## config.mk

```make
export PLATFORM = sky130hd
export DESIGN_NAME = nand_target_io
export DESIGN_NICKNAME = d
export VERILOG_FILES = /design/src/rtl/nand_target_pkg.sv /design/src/rtl/nand_pin_sync.sv /design/src/rtl/nand_target_io.sv
export SDC_FILE = /design/constraint.sdc
export NUM_CORES = 1
export LEC_CHECK = 0
export ABC_AREA = 1
export CORE_UTILIZATION = 46
export DETAILED_ROUTE_END_ITERATION = 8
export PLACE_DENSITY_LB_ADDON = 0.1
export SETUP_SLACK_MARGIN = 0.15
export SLEW_MARGIN = 10
export SYNTH_ARGS = -nofsm -noshare
export SYNTH_HDL_FRONTEND = slang
export SYNTH_SLANG_ARGS = --single-unit
```

## constraint.sdc

```tcl
create_clock -name clk -period 1.46 [get_ports clk]
set_input_delay 0.365 -clock clk [delete_from_list [all_inputs] [get_ports clk]]
set_output_delay 0.365 -clock clk [all_outputs]
set_load 0.01 [all_outputs]
```

## src/rtl/nand_target_pkg.sv

```systemverilog
// Shared types and defaults for the NAND target pin engine.
package nand_target_pkg;

  localparam int IO_W          = 16;
  localparam int DEF_T_REA_CYC = 3;
  localparam int DEF_T_RHZ_CYC = 2;
  localparam int CNT_W         = 8;

  typedef enum logic [1:0] {
    R_IDLE,
    R_DELAY,
    R_DRIVE,
    R_HOLD
  } rd_state_t;

  // One snapshot of every sampled pin; shifted as a unit through the synchronizer.
  typedef struct packed {
    logic            ce_n;
    logic            cle;
    logic            ale;
    logic            we_n;
    logic            re_n;
    logic [IO_W-1:0] io;
  } pins_t;

  // Idle bus levels: strobes and chip enable deasserted, latches and IO low.
  localparam pins_t PINS_IDLE = '{ce_n: 1'b1, cle: 1'b0, ale: 1'b0,
                                  we_n: 1'b1, re_n: 1'b1, io: '0};

endpackage

```

## src/rtl/nand_pin_sync.sv

```systemverilog
// Two-flop synchronizer plus a "previous" stage for all NAND pins; edges are
// detected between stage 2 and previous so the IO bus stays aligned with WE#.
module nand_pin_sync
  import nand_target_pkg::*;
(
  input  logic            clk,
  input  logic            reset,
  input  logic            ce_n,
  input  logic            cle,
  input  logic            ale,
  input  logic            we_n,
  input  logic            re_n,
  input  logic [IO_W-1:0] io_in,
  output logic            ce_n_s,
  output logic            cle_s,
  output logic            ale_s,
  output logic [IO_W-1:0] io_s,
  output logic            we_rise,
  output logic            re_fall,
  output logic            re_rise,
  output logic            ce_rise
);

  pins_t raw, s1, s2, prev;

  assign raw = '{ce_n: ce_n, cle: cle, ale: ale, we_n: we_n, re_n: re_n, io: io_in};

  // Shift the pin snapshot; reset loads idle levels so release makes no edge.
  always_ff @(posedge clk) begin
    if (reset) begin
      s1   <= PINS_IDLE;
      s2   <= PINS_IDLE;
      prev <= PINS_IDLE;
    end else begin
      // NOTE: non-blocking so all three stages advance together on the same edge.
      s1   <= raw;
      s2   <= s1;
      prev <= s2;
    end
  end

  assign ce_n_s  = s2.ce_n;
  assign cle_s   = s2.cle;
  assign ale_s   = s2.ale;
  assign io_s    = s2.io;
  assign we_rise = s2.we_n & ~prev.we_n;
  assign re_fall = ~s2.re_n & prev.re_n;
  assign re_rise = s2.re_n & ~prev.re_n;
  assign ce_rise = s2.ce_n & ~prev.ce_n;

endmodule

```

## src/rtl/nand_target_io.sv

```systemverilog
// Device-side ONFI pin engine: decodes WE# strobes into command/address/data
// events and answers RE# strobes with read data after a programmable delay.
module nand_target_io
  import nand_target_pkg::*;
#(
  parameter int T_REA_CYC = DEF_T_REA_CYC,
  parameter int T_RHZ_CYC = DEF_T_RHZ_CYC
) (
  input  logic            clk,
  input  logic            reset,
  input  logic            ce_n,
  input  logic            cle,
  input  logic            ale,
  input  logic            we_n,
  input  logic            re_n,
  input  logic [IO_W-1:0] io_in,
  output logic [IO_W-1:0] io_out,
  output logic            io_oe,
  output logic            rb_n,
  input  logic            target_busy,
  output logic            cmd_valid,
  output logic            addr_valid,
  output logic            wdata_valid,
  output logic [IO_W-1:0] latch_data,
  output logic            rd_req,
  input  logic [IO_W-1:0] rd_data,
  output logic            proto_err
);

  localparam logic [CNT_W-1:0] REA_LOAD = CNT_W'(T_REA_CYC);
  localparam logic [CNT_W-1:0] RHZ_LOAD = CNT_W'(T_RHZ_CYC);
  localparam logic [CNT_W-1:0] CNT_ONE  = CNT_W'(1);

  logic            ce_n_s, cle_s, ale_s;
  logic [IO_W-1:0] io_s;
  logic            we_rise, re_fall, re_rise, ce_rise;

  rd_state_t        state, state_nxt;
  logic [CNT_W-1:0] cnt, cnt_nxt;
  logic             cap_pend, cap_nxt;
  logic [IO_W-1:0]  rd_buf, buf_nxt, out_nxt, latch_nxt;
  logic             oe_nxt, rd_req_nxt, perr_nxt;
  logic             cmd_nxt, addr_nxt, wd_nxt;
  logic             we_ev, re_fall_ev, re_rise_ev;

  nand_pin_sync u_sync (
    .clk     (clk),
    .reset   (reset),
    .ce_n    (ce_n),
    .cle     (cle),
    .ale     (ale),
    .we_n    (we_n),
    .re_n    (re_n),
    .io_in   (io_in),
    .ce_n_s  (ce_n_s),
    .cle_s   (cle_s),
    .ale_s   (ale_s),
    .io_s    (io_s),
    .we_rise (we_rise),
    .re_fall (re_fall),
    .re_rise (re_rise),
    .ce_rise (ce_rise)
  );

  // Strobes only count while the target is selected.
  assign we_ev      = we_rise & ~ce_n_s;
  assign re_fall_ev = re_fall & ~ce_n_s;
  assign re_rise_ev = re_rise & ~ce_n_s;

  // Next-state and output decode for the read FSM and write-event decoder.
  always_comb begin
    // NOTE: every value written here is defaulted first so no latch is inferred.
    state_nxt  = state;
    cnt_nxt    = cnt;
    cap_nxt    = 1'b0;
    buf_nxt    = rd_buf;
    out_nxt    = io_out;
    oe_nxt     = io_oe;
    rd_req_nxt = 1'b0;
    perr_nxt   = 1'b0;
    cmd_nxt    = 1'b0;
    addr_nxt   = 1'b0;
    wd_nxt     = 1'b0;
    latch_nxt  = latch_data;

    unique case (state)
      R_IDLE: begin
        if (re_fall_ev) begin
          rd_req_nxt = 1'b1;
          cnt_nxt    = REA_LOAD;
          cap_nxt    = 1'b1;
          state_nxt  = R_DELAY;
        end
      end
      R_DELAY: begin
        if (cap_pend) buf_nxt = rd_data;
        if (re_rise_ev) begin
          // Strobe too short to be served: abandon the read.
          perr_nxt  = 1'b1;
          oe_nxt    = 1'b0;
          state_nxt = R_IDLE;
        end else if (cnt == CNT_ONE) begin
          oe_nxt    = 1'b1;
          out_nxt   = cap_pend ? rd_data : rd_buf;
          state_nxt = R_DRIVE;
        end else begin
          cnt_nxt = cnt - CNT_ONE;
        end
      end
      R_DRIVE: begin
        if (re_rise_ev) begin
          cnt_nxt   = RHZ_LOAD;
          state_nxt = R_HOLD;
        end
      end
      R_HOLD: begin
        if (re_fall_ev) begin
          // Back-to-back read: keep driving the old word until the new one lands.
          rd_req_nxt = 1'b1;
          cnt_nxt    = REA_LOAD;
          cap_nxt    = 1'b1;
          state_nxt  = R_DELAY;
        end else if (cnt == CNT_ONE) begin
          oe_nxt    = 1'b0;
          state_nxt = R_IDLE;
        end else begin
          cnt_nxt = cnt - CNT_ONE;
        end
      end
      default: state_nxt = R_IDLE;
    endcase

    // Deselecting the target aborts any read in flight.
    if (ce_rise) begin
      oe_nxt    = 1'b0;
      state_nxt = R_IDLE;
    end

    if (we_ev) begin
      if (state != R_IDLE) begin
        perr_nxt = 1'b1;
      end else begin
        unique case ({cle_s, ale_s})
          2'b10:   cmd_nxt  = 1'b1;
          2'b01:   addr_nxt = 1'b1;
          2'b00:   wd_nxt   = 1'b1;
          default: perr_nxt = 1'b1;
        endcase
        if (cmd_nxt || addr_nxt || wd_nxt) latch_nxt = io_s;
      end
    end
  end

  // FSM state, read datapath and event pulse registers.
  always_ff @(posedge clk) begin
    if (reset) begin
      state       <= R_IDLE;
      cnt         <= '0;
      cap_pend    <= 1'b0;
      rd_buf      <= '0;
      io_out      <= '0;
      io_oe       <= 1'b0;
      rd_req      <= 1'b0;
      proto_err   <= 1'b0;
      cmd_valid   <= 1'b0;
      addr_valid  <= 1'b0;
      wdata_valid <= 1'b0;
      latch_data  <= '0;
    end else begin
      state       <= state_nxt;
      cnt         <= cnt_nxt;
      cap_pend    <= cap_nxt;
      rd_buf      <= buf_nxt;
      io_out      <= out_nxt;
      io_oe       <= oe_nxt;
      rd_req      <= rd_req_nxt;
      proto_err   <= perr_nxt;
      cmd_valid   <= cmd_nxt;
      addr_valid  <= addr_nxt;
      wdata_valid <= wd_nxt;
      latch_data  <= latch_nxt;
    end
  end

  // Ready/busy pin mirrors the core request one cycle later.
  always_ff @(posedge clk) begin
    if (reset) rb_n <= 1'b1;
    else       rb_n <= ~target_busy;
  end

endmodule

```

; ---- Yosys cells after proc, flatten, opt, wreduce, memory -nomap -nowiden
; Index checks and enable logic that the tools add are counted.
[word_totals]
reg_bits = 110
output_inout_bits = 39
wordCells = 108
[op_classes]
muxes = 34
n_reduce_logical = 16
add_sub_neg = 1
n_bitwise = 17
eq_ne = 13
[op_table]
columns = cell, count
row1 = $mux 8, 5
row2 = $pmux 8 s4, 1
row3 = $mux 1, 19
row4 = $mux 16, 1
row5 = $mux 2, 6
row6 = $ne 2x2->1 const B, 5
row7 = $not 1->1, 10
row8 = $reduce_and 3->1, 3
row9 = $eq 8x1->1 const B, 1
row10 = $pmux 2 s4, 1
row11 = $reduce_and 4->1, 2
row12 = $sub 8x1->8 const B, 1
row13 = $and 1x1->1, 7
row14 = $eq 2x2->1 const B, 3
row15 = $ne 3x3->1 const B, 2
row16 = $reduce_or 2->1, 3
row17 = $reduce_or 3->1, 2
row18 = $eq 2x1->1 const B, 2
row19 = $logic_not 2->1, 2
row20 = $reduce_bool 2->1, 2
row21 = $logic_or 1x1->1, 2
row22 = $pmux 1 s2, 1

; ---- Longest topological paths before layout
[depth]
word_depth = 8
depth_mapped = 11
mapped_depth_nobuf = 10

; ---- Modules after synthesis
; A second synthesis with hierarchy kept.
[unflattened]
cells_unflattened = 568
hier_area_um2 = 4349.2
[modules_own_cells]
columns = mod, cells_each, area_each_um2, seq_area_each_um2, instances
row1 = nand_target_io, 407, 2917.8, 1301.2, 1
row2 = nand_pin_sync, 161, 1431.4, 900.9, 1

; ---- Worst setup path before layout
; OpenSTA, ideal clock, no wires.
[synth_path]
path_type = reg-to-reg
startpoint = register state[0]
endpoint = register latch_data[10]
path_slack_ps = -43
t_required_ps = 1344
setup_time_ps = 116
path_stages_with_launch = 9
period_less_slack_ps = 1503
n_path_buf = 1
arrival_time_ps = 1387
cell_sequence = dfxtp_1 -> inv_1 -> ha_1 -> inv_1 -> a21oi_1 -> nand2_1 -> clkbuf_1 -> o21ai_0 -> nor2_1
[synth_via]
elab_chain_cells = 3
[synth_lines]
columns = element, line_no
row1 = "start, declared", nand_target_io.sv:38  ; rd_state_t state, state_nxt;
row2 = "start signal, assigned", nand_target_io.sv:170  ; state <= state_nxt;
row3 = $reduce_bool 2->1, nand_target_io.sv:140  ; if (state != R_IDLE) begin
row4 = $not 1->1 (no source line), --
row5 = $reduce_and 3->1 (no source line), --
row6 = "end signal, assigned", nand_target_io.sv:181  ; latch_data <= latch_nxt;
row7 = "end, declared", nand_target_io.sv:24  ; output logic [IO_W-1:0] latch_data,
; No other way between the ends.
; A chain may end at the register's enable or synchronous reset.

==> run metrics <==
Hold Fails Final Rpt=0; Post-Syn Area per Cell=7.65 um^2; HP Class=flop to flop; Area Growth Syn to Fin=40.9%; Worst Setup End Kind=flop; Netlist Area Pre-Place=4130 um^2; Iter 0 DRT Violations=107; YS warnings=0; failing checks=setup timing; post-synthesis register bit count=110; RSZ-0062 raised after global routing=true; Initial Utilization=47.3%; placed insts=720; period utilisation layout=103%; sequential share of the synthesized area=53.4%; Worst-Skew Late Latency=0.37 ns; Buf/Inv on CP=2; pwr dens=1150 nW/um^2; core area=8720 um^2; DRC Markers=0; DR vias/cell=4.78; Pre-antenna DRT Iters=4; vias=3596; critical hold path startpoint=u_sync.s1[11]; area of the multi-input gates=1870 um^2; Yosys top cell area share=53.4%; Port Buffers=78; cts hold-fix bufs=0; worst-margin pin slew=0.484 ns; Synth cell types=24; Storage cell area=2250 um^2; max_cap viols=0; Setup Skew=0.0159 ns; # setup viols final=1; Non-Filler Instances=753; synthesized net count=585; final hold slack=0.402 ns; DP Area=5130 um^2; RePlAce Congestion=0.815; setup_tns=-0.0429 ns; Ports=79; Clock transition at path regs=0.11 ns; Worst Setup Slack, final=-0.0429 ns; Fmax=0.665 GHz; # fillers=722; DP Wirelength=5620 um; DP Worst Slack=-0.0309 ns; Top delay family on crit path=simple AND/OR/NAND/NOR gates; status=finished, violations left; final net count=686; vias in the first global route=3199; relative slew slack=67.4%; most common cell after layout, fill and taps aside=inv_1; GRT Resource Usage Total=18.5%; Avg WL per Cell=12.2 um; Diodes inserted=0; worst vdd ir=0.000686 V; CP max stage cell=dfxtp_2; Period minus WS final=1.50 ns; slowest stage delay, CP=0.38 ns; final instance area=5810 um^2; Max clock buf depth=2; Worst EP required=1.71 ns; first-pass GRT wire length=14200 um; fin. max-slew vios=0; crit path cell chain=inv_4 > ha_4 > nand4_1 > nand3_4 > buf_4 > nor2_1 > a21oi_1; Die Ht=96.7 um; layout cell share with drive strength beyond 1=33.3%; DIE WIDTH=96.7 um; crit start category=flop; CP max FO=5; FP Rows=34; Yosys top cell by area=dfxtp_1; grt ovf=0; pin count of the biggest net entering global routing=33; Critical Setup Path Class=flop to flop; Die ar.=9350 um^2; post-route ant nets=0; CTS tree=built; Synth Instances=539; synth top area cells=dfxtp_1 (53%), inv_1 (8.4%), nor2_1 (8.1%), o21ai_0 (6.2%), nand2_1 (6.2%); initial antenna violation count=0; CTS H-tree lvls=3; crit path DAT=1.76 ns; Num Clock Sinks=110; Leak=2.55 nW; most frequent cells in the layout=inv_1 (86), nor2_1 (82), dfxtp_1 (72); Root Buffer=clkbuf_8; Num CTS Buffers=9; Routed WL=9210 um
-- power breakdown --
part,switching [mW],internal (mW)
Sequential,0.0885,3.18
Clock,1.09,1.01
Combinational,0.732,0.561
-- per-stage QoR --
stage / util [%] / total power [mW]
after floorplan: - / 3.96
after global placement: 58.8 / 4.27
after detailed placement: 58.8 / 4.29
after CTS: 63.2 / 6.48
after global routing: 66.6 / 6.99
final: 66.6 / 6.66
-- synthesized netlist by cell type, drive strengths merged --
master and number:
nor2 93, nand2 70, buf 5, nand3b 2, or2 7, nand4 1, inv 94, xor2 1
o21bai 1, nor3 8, a21oi 42, clkbuf 18, dfxtp 110, nor4 1, nand3 29, o21ai 51
ha 6
-- flip-flops by register name, summed over array words and instances (netlist names), 2 cells and up, named ones only --
name and count:
cnt 8, io_out 16, latch_data 16, rd_buf 16, u_sync.io_s 16, u_sync.prev 3, u_sync.s1 21, u_sync.s2 2
-- final timing paths --
path | to | slack [ns] | depth (start not counted)
hold / removal | u_sync.io_s[11] | 0.40 | 2
setup reg to reg | cnt[0] | -0.04 | 7
hold reg to reg | u_sync.io_s[11] | 0.40 | 2
setup / recovery | cnt[0] | -0.04 | 7
-- worst min-delay path: stages (launching register included) --
cell and delay, ns:
dfxtp_1 0.31, inv_1 0.04, nor2_1 0.03
-- cell families (layout without fill, tap and decap cells) --
group | after synthesis | count (layout) | synth area share [%]
AOI/OAI and AO/OA | 94 | 94 | 11.5
adders and majority gates | 6 | 6 | 1.82
buffers and inverters | 117 | 222 | 11.2
and+or+nand+nor | 211 | 212 | 21.9
DFF | 110 | 110 | 53.4
xor gates and xnor gates | 1 | 1 | 0.212
-- layer usage --
metal  vias to the layer above  global-route usage (%)  wire length (um)
met4                         0                    6.43                89
met5                         -                       0                 0
met1                      1641                    23.2              4000
met2                        84                    30.6              4640
li1                       1861                       -                 -
met3                        10                    5.27               485
-- repair_timing --
action	4_1_cts	5_1_grt
gates cloned	1	2
gates resized for setup	215	86
pin swaps	12	26
setup buffers	8	6
setup endpoints to repair	82	60
-- cell type report --
type                       instances  area share (%)
inverter                          94            6.54
clock inverter                     7            1.96
multi-input combinational        313            32.2
clock buffer                       9            2.13
timing repair buffer             112            16.1
tap                              108            2.33
sequential                       110            38.8
No activity file was read; power rests on OpenSTA's default activity.
